`config.mk`:
```
export PLATFORM = sky130hd
export DESIGN_NAME = down_counter_timer
export DESIGN_NICKNAME = d
export VERILOG_FILES = /design/src/rtl/down_counter_timer.sv
export SDC_FILE = /design/constraint.sdc
export NUM_CORES = 1
export LEC_CHECK = 0
export BUFFER_PORTS_ARGS = -buffer_cell sky130_fd_sc_hd__buf_4
export CAP_MARGIN = 25
export CORE_MARGIN = 1.5
export CORE_UTILIZATION = 43
export CTS_CLUSTER_SIZE = 40
export DETAILED_ROUTE_END_ITERATION = 16
export PLACE_DENSITY = 0.67
export REMOVE_ABC_BUFFERS = 1
export SYNTH_ARGS = -nofsm -noshare
export SYNTH_HDL_FRONTEND = slang
export SYNTH_SLANG_ARGS = --single-unit
```
`constraint.sdc`:
```
create_clock -name i_clk -period 1.53 [get_ports i_clk]
set_input_delay 0 -clock i_clk [delete_from_list [all_inputs] [get_ports i_clk]]
set_output_delay 0 -clock i_clk [all_outputs]
set_load 0.01 [all_outputs]
```
`src/rtl/down_counter_timer.sv`:
```
// Loadable down counter / interval timer with start/stop, count enable,
// optional auto-reload and a one-cycle terminal-count pulse.
module down_counter_timer #(
    parameter int WIDTH = 4
) (
    input  logic             i_clk,
    input  logic             i_rst,
    input  logic             i_start,
    input  logic             i_stop,
    input  logic             i_en,
    input  logic             i_auto_reload,
    input  logic [WIDTH-1:0] i_load_val,
    output logic [WIDTH-1:0] o_count,
    output logic             o_busy,
    output logic             o_done,
    output logic             o_state
);

    typedef enum logic {
        ST_IDLE = 1'b0,
        ST_RUN  = 1'b1
    } state_t;

    state_t           r_state;
    logic [WIDTH-1:0] r_count;
    logic [WIDTH-1:0] r_reload;
    logic             r_busy;
    logic             r_done;
    logic             w_load_zero;

    assign w_load_zero = (i_load_val == '0);

    always_ff @(posedge i_clk) begin
        if (i_rst) begin
            r_state  <= ST_IDLE;
            r_count  <= '0;
            r_reload <= '0;
            r_busy   <= 1'b0;
            r_done   <= 1'b0;
        end else begin
            case (r_state)
                ST_IDLE: begin
                    r_done <= 1'b0;
                    if (i_start && !i_stop) begin
                        r_reload <= i_load_val;
                        r_count  <= i_load_val;
                        if (w_load_zero) begin
                            r_done <= 1'b1;
                        end else begin
                            r_state <= ST_RUN;
                            r_busy  <= 1'b1;
                        end
                    end
                end
                ST_RUN: begin
                    if (i_stop) begin
                        r_state <= ST_IDLE;
                        r_count <= '0;
                        r_busy  <= 1'b0;
                        r_done  <= 1'b0;
                    end else if (i_start) begin
                        r_reload <= i_load_val;
                        r_count  <= i_load_val;
                        if (w_load_zero) begin
                            r_state <= ST_IDLE;
                            r_busy  <= 1'b0;
                            r_done  <= 1'b1;
                        end else begin
                            r_done  <= 1'b0;
                        end
                    end else if (!i_en) begin
                        r_done <= 1'b0;
                    end else if (r_count > WIDTH'(1)) begin
                        r_count <= r_count - WIDTH'(1);
                        r_done  <= 1'b0;
                    end else if (r_count == WIDTH'(1)) begin
                        // auto_reload is only looked at on this terminal edge
                        r_count <= '0;
                        r_done  <= 1'b1;
                        if (!i_auto_reload) begin
                            r_state <= ST_IDLE;
                            r_busy  <= 1'b0;
                        end
                    end else begin
                        r_count <= r_reload;
                        r_done  <= 1'b0;
                    end
                end
                default: begin
                    r_state <= ST_IDLE;
                    r_busy  <= 1'b0;
                    r_done  <= 1'b0;
                end
            endcase
        end
    end

    assign o_count = r_count;
    assign o_busy  = r_busy;
    assign o_done  = r_done;
    assign o_state = r_state;

endmodule

```
# Word level (Yosys, flattened, before mapping)
# Cells that the tools add are included.
[word_totals]
reg_bits = 11
input_bits = 10
output_inout_bits = 7
wordCells = 61
[classes]
n_addsub = 1
n_lt_le_gt_ge = 1
eq_ne = 10
mux = 37
bitwise_logic = 1
n_reduce_logical = 6
[ops]
columns = ["cell", "n"]
rows = [
  ["$mux W4", 8],
  ["$mux W1", 24],
  ["$pmux W4 S2", 2],
  ["$ne A4 B4 Y1 const B", 3],
  ["$ne A2 B2 Y1 const B", 4],
  ["$ne A4 B3 Y1 const B", 2],
  ["$reduce_and A7 Y1", 1],
  ["$pmux W1 S2", 3],
  ["$eq A4 B1 Y1 const B", 1],
  ["$gt A4 B1 Y1 const B", 1],
  ["$logic_not A4 Y1", 1],
  ["$sub A4 B1 Y4 const B", 1],
  ["$reduce_and A3 Y1", 1],
  ["$reduce_and A2 Y1", 1],
  ["$logic_and A1 B1 Y1", 1],
  ["$logic_not A1 Y1", 1],
  ["$not A1 Y1", 1],
]

# Logic depth before layout (Yosys ltp)
# Gate-level depths: netlist of the first run.
[logic_depth]
word_depth = 7
mapped_depth = 6
mapped_depth_nobuf = 6

# Least setup slack after synthesis of the first run
# No wires, ideal clock.
[synth_path]
kind = "register to register"
startpoint = "reg r_count[1] (netlist: o_count[1])"
endpoint = "reg r_state (netlist: o_state)"
setup_ns = 0.086
t_arrival_ns = 1.373
required_ns = 1.444
slack_ns = 0.071
stages_incl_launch_ff = 6
path_buffers = 0
period_less_slack_ns = 1.459
cell_sequence = "dfxtp_1 -> inv_1 -> ha_1 -> nor3b_4 -> a311o_1 -> a211oi_1"
[synth_between]
elab_chain_cells = 7
word_cells_on_any_way = 8
classes_between = "order compare: 1; eq/ne: 1; mux: 6"
[synth_rtl]
columns = ["element", "line_no", "source"]
rows = [
  ["start, declared", "25", "logic [WIDTH-1:0] r_count;"],
  ["start signal, assigned", "46", "r_count <= i_load_val;"],
  ["start signal, assigned", "63", "r_count <= i_load_val;"],
  ["start signal, assigned", "74", "r_count <= r_count - WIDTH'(1);"],
  ["branches (longest 2 deep; another with $gt A4 B1 Y1)", "--", ""],
  ["$mux W1 *", "73", "end else if (r_count > WIDTH'(1)) begin"],
  ["$mux W1 *", "71", "end else if (!i_en) begin"],
  ["$mux W1 *", "61", "end else if (i_start) begin"],
  ["$mux W1 *", "56", "if (i_stop) begin"],
  ["$pmux W1 S2 *", "41", "case (r_state)"],
  ["end signal, assigned", "50", "r_state <= ST_RUN;"],
  ["end signal, assigned", "57", "r_state <= ST_IDLE;"],
  ["end signal, assigned", "65", "r_state <= ST_IDLE;"],
  ["end, declared", "24", "state_t r_state;"],
]
# Mark *: on every way between the ends.
# A chain may end at the register's enable or synchronous reset.

# Final worst setup path of the first run
[layout_path]
startpoint = "reg r_count[1] (netlist: o_count[1])"
endpoint = "reg r_count[0] (netlist: o_count[0])"
[layout_between]
elab_chain_cells = 7
word_cells_on_any_way = 8
classes_between = "order compare: 1; eq/ne: 1; mux: 6"
[layout_rtl]
columns = ["element", "line_no"]
rows = [
  ["branches (longest 2 deep; another with $gt A4 B1 Y1)", "--"],
  ["$mux W4 *", "73"],
  ["$mux W4 *", "71"],
  ["$mux W4 *", "61"],
  ["$mux W4 *", "56"],
  ["$pmux W4 S2 *", "41"],
]
# Mark *: on every way between the ends. The select of a mux whose other input is x is not followed.

==> flow_summary.ini, run 1 <==
[grt]
grt_max_degree = 12
antenna_found_initial = 0
overflow = 0
grt_pass1_wl_mm = 2.59
grt_pass1_vias = 582
grt.total_usage_pct = 19.3

[critical_path]
rrSetupSlack_ps = 20
cp_data_arrival_time_ps = 1690
critPathLaunchType = register
worstPathRequired_ps = 1710
end_kind = register
reg2reg_to = o_count[0]
ff2ff_path_depth = 6
path_cells = inv_2, ha_4, nor3b_4, nor4_4, o221ai_2, a211oi_2
crit_fanout = 4
critPathKind = register to register
max_stage_delay_ps = 330
path_delay_family = simple AND/OR/NAND/NOR gates
reg2reg_from = o_count[1]
path_buf_inv = 1
worst_path_max_delay_cell = dfxtp_2
critPathLaunch = o_count[1]

[finish]
final_cell_mix = 19 x buf_4, 13 x nor2_1, 9 x dfxtp_1
nets = 116
syn_to_final_growth_pct = 39.5
layout-drive-gt1-share_pct = 36.9
post-route-util_pct = 63.4
fin_cells = 119
num_antenna_cells = 0
fill_cells = 138
layout.cells.most_common = buf_4

[yosys]
syn_area_per_cell_um2 = 8.68
ys_seq_area_share_pct = 33.0
synth_top_cell_by_area = dfxtp_1
synthArstFlopShare_pct = 0
ys_types = 31
synth_area_leaders = dfxtp_1 33%, nor2_1 7.3%, mux2i_1 6.0%, a211oi_1 4.5%, a211oi_2 3.7%
synth_area_um2 = 668
synthFlopType = dfxtp_1
synthCells = 77
synth_top_area_share_pct = 33.0
synth_edf_count = 0
ys_seq_elements = 11
yosysWarningCount = 0

[routing]
drc_errors = 0
drt_iter0_markers = 19
num_vias = 662
postRouteAntennaNets = 0
dr.pass1.iters = 4
vias_per_cell = 5.56
wire_per_inst_um = 13.3
wl_mm = 1.59

[floorplanning]
die_w_um = 42.4
coreArea_um2 = 1470
ios = 17
fp.dieH_um = 42.4
initial_core_util_pct = 45.4
die_area_um2 = 1800
rows = 14

[sta]
fin_tns_setup_ps = 0
hold_viol_final = 0
timing.fmax_ghz = 0.660
setup_viol = 0
finalCritPeriodShare_pct = 99.0
grt_setup_unrepaired = yes
drv_slew = 0
setup_ws_ps = 15.5
tightest_slew_ps = 469
period_minus_slack_ps = 1510
skew_ps = 4.18
slew_headroom_pct = 68.4

[worst_hold_path]
hold_end = r_reload[3]
min-delay-start = i_load_val[3]
hold_path_class = input pin to register
hold_depth = 3

[run]
maxCapViolCount = 0

[power]
power_frac_comb_pct = 28.2
power_density_nw_per_um2 = 787
ir_drop_uv = 552
power.leakage_nw = 0.373
switching_share_pct = 29.9
p_sw_mw = 0.219
p_seq_share_pct = 44.9
p_int_mw = 0.514
power.share.clock_pct = 26.9

[placement]
io_buffer_count = 16
dp_hpwl_mm = 1.07
place_congestion = 0.856
place_inst = 108
dp_worst_setup_slack_ps = -16.2

[clock_network]
insertion_delay_ps = 270
cts_tree = yes
cts_max_path_buffers = 2
numCtsBuffers = 3
clockRootBuffer = clkbuf_4
clk_pin_slew_ps = 70
cts_htree_levels = 1
cts_num_sinks = 11

[outcome]
status = finished, final reports clean
==> layout make-up <==
| class | instances | area [µm²] | area share, % |
|---|---|---|---|
| inverter | 5 | 18.8 | 2.01 |
| clock buffer | 4 | 26.3 | 2.82 |
| sequential | 11 | 223 | 23.9 |
| multi-input combinational | 59 | 452 | 48.5 |
| tap | 16 | 20.0 | 2.15 |
| timing repair buffer | 24 | 193 | 20.7 |
==> layer usage <==
metal / track usage (%) / share of wire, %
met1: 23.9 / 45
met2: 30.5 / 47
met3: 5.17 / 6.8
met4: 9.38 / 2.0
met5: 0 / 0
==> synthesized netlist by cell type (all sizes together), types with 2 or more instances <==
library cell  instances
nor2                 13
o211ai                2
ha                    2
o21ai                 7
inv                   5
nor3b                 2
nor2b                 2
a211oi                6
nor3                  2
a21oi                 3
dfxtp                11
nor4                  3
nand2                 4
mux2i                 4
==> worst max path at each step <==
| stage | endpoint | cells past startpoint |
|---|---|---|
| finish | o_count[0] | 6 |
| global route | o_count[1] | 6 |
| CTS | o_count[0] | 5 |
| detailed placement | o_count[0] | 5 |
| global placement | o_count[0] | 6 |
| floorplan | o_state | 5 |
==> state kept, by name (all words and copies together), names as in the netlist <==
register and flops:
o_count 4, o_state 1, o_done 1, r_reload 4
o_busy 1
==> timing repair <==
| item | in CTS | in global routing |
|---|---|---|
| endpoints found under the hold margin | 6 | 0 |
| pin swaps | 0 | 6 |
| hold buffers | 5 | 0 |
| endpoints found under the setup margin | 2 | 5 |
| setup buffers | 0 | 2 |
| resized for setup | 1 | 9 |
==> power groups by stage <==
stage	sequential (mW)	clock [mW]	combinational, mW
2_1_floorplan	0.335	0	0.0925
3_3_place_gp	0.331	0	0.169
3_5_place_dp	0.332	0	0.171
4_1_cts	0.325	0.201	0.184
5_1_grt	0.333	0.215	0.227
6_report	0.329	0.197	0.207
==> cells by family after synthesis <==
group                    count (synthesis)  synth area share, %
buffers and inverters                    7                 4.49
multiplexers                             4                 5.99
flip-flops                              11                 33.0
adder cells (fa/ha/maj)                  2                 3.74
AO/OA/AOI/OAI                           22                 24.0
AND/OR/NAND/NOR                         31                 28.8
==> worst reg2reg max path, cell delays in order (launching register included) <==
cell	delay (ps)
dfxtp_2	330
inv_2	60
ha_4	150
nor3b_4	160
nor4_4	340
o221ai_2	160
a211oi_2	220
==> per-stage QoR <==
stage	total power, mW	hold WS [ps]	area [µm²]
floorplan	0.428	64.6	657
finish	0.733	12.3	932
detailed placement	0.503	250	805
CTS	0.710	16.3	883
global placement	0.500	249	805
global route	0.774	34.9	932
(Power assumes the default switching activity.)
==> run 2, diff against run 1 <==
--- a/config.mk
+++ b/config.mk
@@ -11,7 +11,7 @@
 export CORE_UTILIZATION = 43
 export CTS_CLUSTER_SIZE = 40
 export DETAILED_ROUTE_END_ITERATION = 16
-export PLACE_DENSITY = 0.67
+export PLACE_DENSITY = 0.75
 export REMOVE_ABC_BUFFERS = 1
 export SYNTH_ARGS = -nofsm -noshare
 export SYNTH_HDL_FRONTEND = slang
==> run 2 against run 1 <==
  * Flip-flop and latch count did not move
  * Combinational power hardly changed
  * Worst hold slack gained 16 ps
  * Via count up 2.9%
  * The flow now finishes with violations (negative setup slack)
  * Register-to-register slack got worse by 20 ps
  * Clock skew increased by 3.1 ps
  * Largest cell class unchanged
  * Maximum frequency shrank 1.1%
  * Worst setup slack got worse by 17 ps
  * Critical path depth is the same
  * First-iteration DRC count grew 21%
==> flow_summary.ini, run 2 (same netlist as run 1, synthesis figures left out) <==
[outcome]
status = finished with violations
violations = negative setup slack

[routing]
wl_mm = 1.67
num_vias = 681
postRouteAntennaNets = 0
dr.pass1.iters = 4
drc_errors = 0
drt_iter0_markers = 23
wire_per_inst_um = 14.0
vias_per_cell = 5.68

[critical_path]
cp-endpoint = o_count[1]
critPathLaunchType = register
ff2ff_path_depth = 6
rrSetupSlack_ps = -1
end_kind = register
worstPathRequired_ps = 1720
critPathLaunch = o_count[0]
crit_fanout = 6
reg2reg_to = o_count[1]
critPathKind = register to register
cp_data_arrival_time_ps = 1720
reg2reg_from = o_count[0]

[sta]
period_minus_slack_ps = 1530
setup_viol = 1
drv_slew = 0
fin_tns_setup_ps = -1.33
slew_headroom_pct = 68.8
finalCritPeriodShare_pct = 100
setup_ws_ps = -1.33
grt_setup_unrepaired = yes
timing.fmax_ghz = 0.653
skew_ps = 7.26
hold_viol_final = 0
tightest_slew_ps = 464
whs_ps = 28.3

[placement]
io_buffer_count = 16
place_congestion = 0.860
dp_worst_setup_slack_ps = 1.79
place_inst = 108
placed_area_um2 = 805
dp_hpwl_mm = 1.16

[clock_network]
clk_pin_slew_ps = 70
clockRootBuffer = clkbuf_4
cts_num_sinks = 11
numCtsBuffers = 3
insertion_delay_ps = 270
cts_max_path_buffers = 2
cts_htree_levels = 1
cts_tree = yes

[power]
power_frac_comb_pct = 27.9
p_int_mw = 0.512
power.leakage_nw = 0.375
switching_share_pct = 30.5
ir_drop_uv = 613
power_density_nw_per_um2 = 787
p_seq_share_pct = 44.7
power.share.clock_pct = 27.4
p_sw_mw = 0.224

[worst_hold_path]
hold_path_class = input pin to register

[floorplanning]
coreArea_um2 = 1470
fp.dieH_um = 42.4
die_area_um2 = 1800
initial_core_util_pct = 45.4
ios = 17
rows = 14
die_w_um = 42.4

[finish]
final_cell_mix = 19 x buf_4, 13 x nor2_1, 9 x dfxtp_1
layout.cells.most_common = buf_4
syn_to_final_growth_pct = 39.9
fin_cells = 120
final_area_um2 = 935
nets = 117
num_antenna_cells = 0
layout-drive-gt1-share_pct = 35.6

[grt]
grt_pass1_vias = 628
grt_pass1_wl_mm = 2.64
grt.total_usage_pct = 19.4
overflow = 0
antenna_found_initial = 0
grt_max_degree = 12

[run]
maxCapViolCount = 0
==> run 2: cell count changes in the layout (fill, tap and decap cells not counted) <==
cell	change
dfxtp_4	+1
dlygate4sd3_1	+1
dfxtp_2	-1
ha_4	-1
inv_2	-1
ha_2	+1
inv_1	+1
==> run 2: per-stage QoR <==
step | power, mW | util [%]
final | 0.736 | 63.5
after global routing | 0.775 | 63.5
after CTS | 0.723 | 61.6
after detailed placement | 0.504 | 54.7
after global placement | 0.499 | 54.7
after floorplan | 0.428 | -
==> run 2: worst max-delay path: stages (launching register included) <==
cell      delay (ps)
dfxtp_4          370
inv_1            100
ha_2             200
or3b_4           400
nand2_1           80
o211ai_1          90
a211oi_2         210
==> run 2: final cells by class <==
class,count,area [µm²]
Clock buffer,4,26.3
Timing Repair Buffer,25,203
Inverter,5,18.8
Tap cell,16,20.0
Multi-Input combinational cell,59,442
Sequential cell,11,225
Fill cell,135,537
==> run 2: what timing repair did <==
action	4_1_cts	5_1_grt
pin swaps	1	6
buffers inserted	1	1
endpoints found under the hold margin	8	0
hold buffers	6	0
resized for setup	4	5
endpoints found under the setup margin	1	5
==> run 2: power groups by stage <==
| stage | registers, mW | logic (mW) | clock network, mW |
|---|---|---|---|
| floorplan | 0.335 | 0.0925 | 0 |
| global placement | 0.331 | 0.168 | 0 |
| detailed placement | 0.332 | 0.172 | 0 |
| CTS | 0.326 | 0.194 | 0.204 |
| global route | 0.331 | 0.222 | 0.222 |
| finish | 0.329 | 0.205 | 0.202 |
==> run 2: metal layers <==
layer	track usage [%]	share of wire [%]
met5	0	0
met4	10.0	1.4
met3	5.17	3.0
met2	31.1	50
met1	23.5	46
==> run 2: worst min-delay path by stage <==
stage	from	end	slack, ps	cells after the start
finish	i_start	o_done	30	3
global route	i_start	o_done	30	3
CTS	i_start	o_done	30	3
detailed placement	i_stop	o_done	250	2
global placement	i_stop	o_state	250	2
floorplan	i_rst	o_count[0]	60	1
==> run 3, diff against run 2 <==
--- a/config.mk
+++ b/config.mk
@@ -9,6 +9,7 @@
 export CAP_MARGIN = 25
 export CORE_MARGIN = 1.5
 export CORE_UTILIZATION = 43
+export CTS_BUF_LIST = sky130_fd_sc_hd__clkbuf_8 sky130_fd_sc_hd__clkbuf_16
 export CTS_CLUSTER_SIZE = 40
 export DETAILED_ROUTE_END_ITERATION = 16
 export PLACE_DENSITY = 0.75
==> constraint.sdc (replaced) <==
create_clock -name i_clk -period 1.62 [get_ports i_clk]
set_input_delay 0 -clock i_clk [delete_from_list [all_inputs] [get_ports i_clk]]
set_output_delay 0 -clock i_clk [all_outputs]
set_load 0.01 [all_outputs]
==> run 3 against run 2 <==
  * Largest power group unchanged
  * Count of clock-buffer cells in the layout fell by 1
  * Global-route usage fell by 0.12 points
  * Flip-flop and latch count did not move
  * Worst setup slack improved by 94 ps
  * The run now ends clean
  * Highest routed layer unchanged
  * Critical endpoint is now o_count[0]
  * Via count fell by 4.0%
  * Critical path type unchanged
==> flow_summary.ini, run 3 (same netlist as run 1, synthesis figures left out) <==
[outcome]
status = finished, final reports clean

[sta]
tightest_slew_ps = 475
grt_setup_unrepaired = no
drv_slew = 0
setup_viol = 0
fin_tns_setup_ps = 0
skew_ps = 3.25
period_minus_slack_ps = 1530
finalCritPeriodShare_pct = 94.3
hold_viol_final = 0
slew_headroom_pct = 68.1
timing.fmax_ghz = 0.655

[grt]
grt.total_usage_pct = 19.3
grt_max_degree = 12
antenna_found_initial = 0
grt_use_met1_pct = 25.3
top_usage_layer = met2
grt_use_met3_pct = 3.88
overflow = 0
grt_pass1_vias = 582
met2_usage_pct = 28.9
grt_pass1_wl_mm = 2.57

[floorplanning]
fp.dieH_um = 42.4
initial_core_util_pct = 45.4
coreArea_um2 = 1470
die_area_um2 = 1800
ios = 17
die_w_um = 42.4
rows = 14

[critical_path]
reg2reg_from = o_count[1]
end_kind = register
cp_data_arrival_time_ps = 1690
critPathKind = register to register
critPathLaunchType = register
worstPathRequired_ps = 1790
reg2reg_to = o_count[0]
ff2ff_path_depth = 6
critPathLaunch = o_count[1]
rrSetupSlack_ps = 90
cp-endpoint = o_count[0]
crit_fanout = 5

[finish]
layout-drive-gt1-share_pct = 29.2
fin_cells = 112
layout.cells.most_common = buf_4
final_cell_mix = 17 x buf_4, 13 x nor2_1, 11 x dfxtp_1
multi_input_area_um2 = 418
fill_cells = 137
num_antenna_cells = 0
syn_to_final_growth_pct = 27.2
nets = 109
regArea_um2 = 220

[routing]
vias_per_cell = 5.84
num_vias = 654
drc_errors = 0
wire_per_inst_um = 13.7
postRouteAntennaNets = 0
drt_iter0_markers = 15
dr.pass1.iters = 4
wl_mm = 1.54

[placement]
place_inst = 108
io_buffer_count = 16
place_congestion = 0.804
dp_hpwl_mm = 1.09

[power]
ir_drop_uv = 482
power_density_nw_per_um2 = 878
power.leakage_nw = 0.352

[clock_network]
ctsResizeCount = 0
cts_max_path_buffers = 2
cts_num_sinks = 11
postCtsSetupRepairBufs = 0
clockRootBuffer = clkbuf_8
cts_tree = yes
cts_htree_levels = 1
hold_buffers = 0
clk_pin_slew_ps = 50
insertion_delay_ps = 240
numCtsBuffers = 3

[run]
maxCapViolCount = 0

[worst_hold_path]
hold_path_class = input pin to register
[run 3: changes by cell type in the layout (fill, tap and decap cells not counted), sizes merged]
cell         previous run  this run
buf                    19        17
clkbuf                  4         3
dlygate4sd3             6         0
inv                     5         6
[run 3: critical path: stages, from the launching register on]
cell and delay, ps:
dfxtp_1 380, inv_1 80, ha_1 200, nor3b_4 170, nor4_4 230, o221ai_1 200, a211oi_2 200
[run 3: power breakdown]
group	leakage [nW]	internal [mW]	switching [mW]
Combinational	0.235	0.0785	0.0842
Clock	0.0269	0.167	0.107
Sequential	0.0904	0.288	0.0208
[run 3: per-layer routing]
metal / wire [µm] / vias up
li1: - / 324
met1: 734 / 304
met2: 698 / 21
met3: 71 / 5
met4: 34 / 0
met5: 0 / -
[run 3: how the worst min path moves through the flow]
stage	endpoint	slack [ps]	start	cells past startpoint
finish	o_state	10	i_stop	2
global route	o_state	30	i_stop	2
CTS	o_done	0.7	i_stop	2
detailed placement	o_done	250	i_stop	2
global placement	o_state	250	i_stop	2
floorplan	o_count[0]	60	i_rst	1
[run 3: metrics by stage]
step / util [%] / total power [mW] / worst slack (ps) / instance area, µm² / hold slack (ps)
2_1_floorplan: - / 0.404 / 161 / 657 / 64.6
3_3_place_gp: 54.7 / 0.471 / 150 / 805 / 248
3_5_place_dp: 54.7 / 0.474 / 125 / 805 / 254
4_1_cts: 57.7 / 0.750 / 91.3 / 850 / 0.703
5_1_grt: 57.7 / 0.779 / 4.61 / 850 / 29.0
6_report: 57.7 / 0.746 / 93.1 / 850 / 12.4
[run 3: final cells by class]
type / instances / share of cell area (%)
Clock buffer: 3 / 4.86
Clock inverter: 1 / 0.442
Inverter: 5 / 2.21
Multi-Input combinational cell: 59 / 49.2
Sequential cell: 11 / 25.9
Tap cell: 16 / 2.36
Timing Repair Buffer: 17 / 15.0
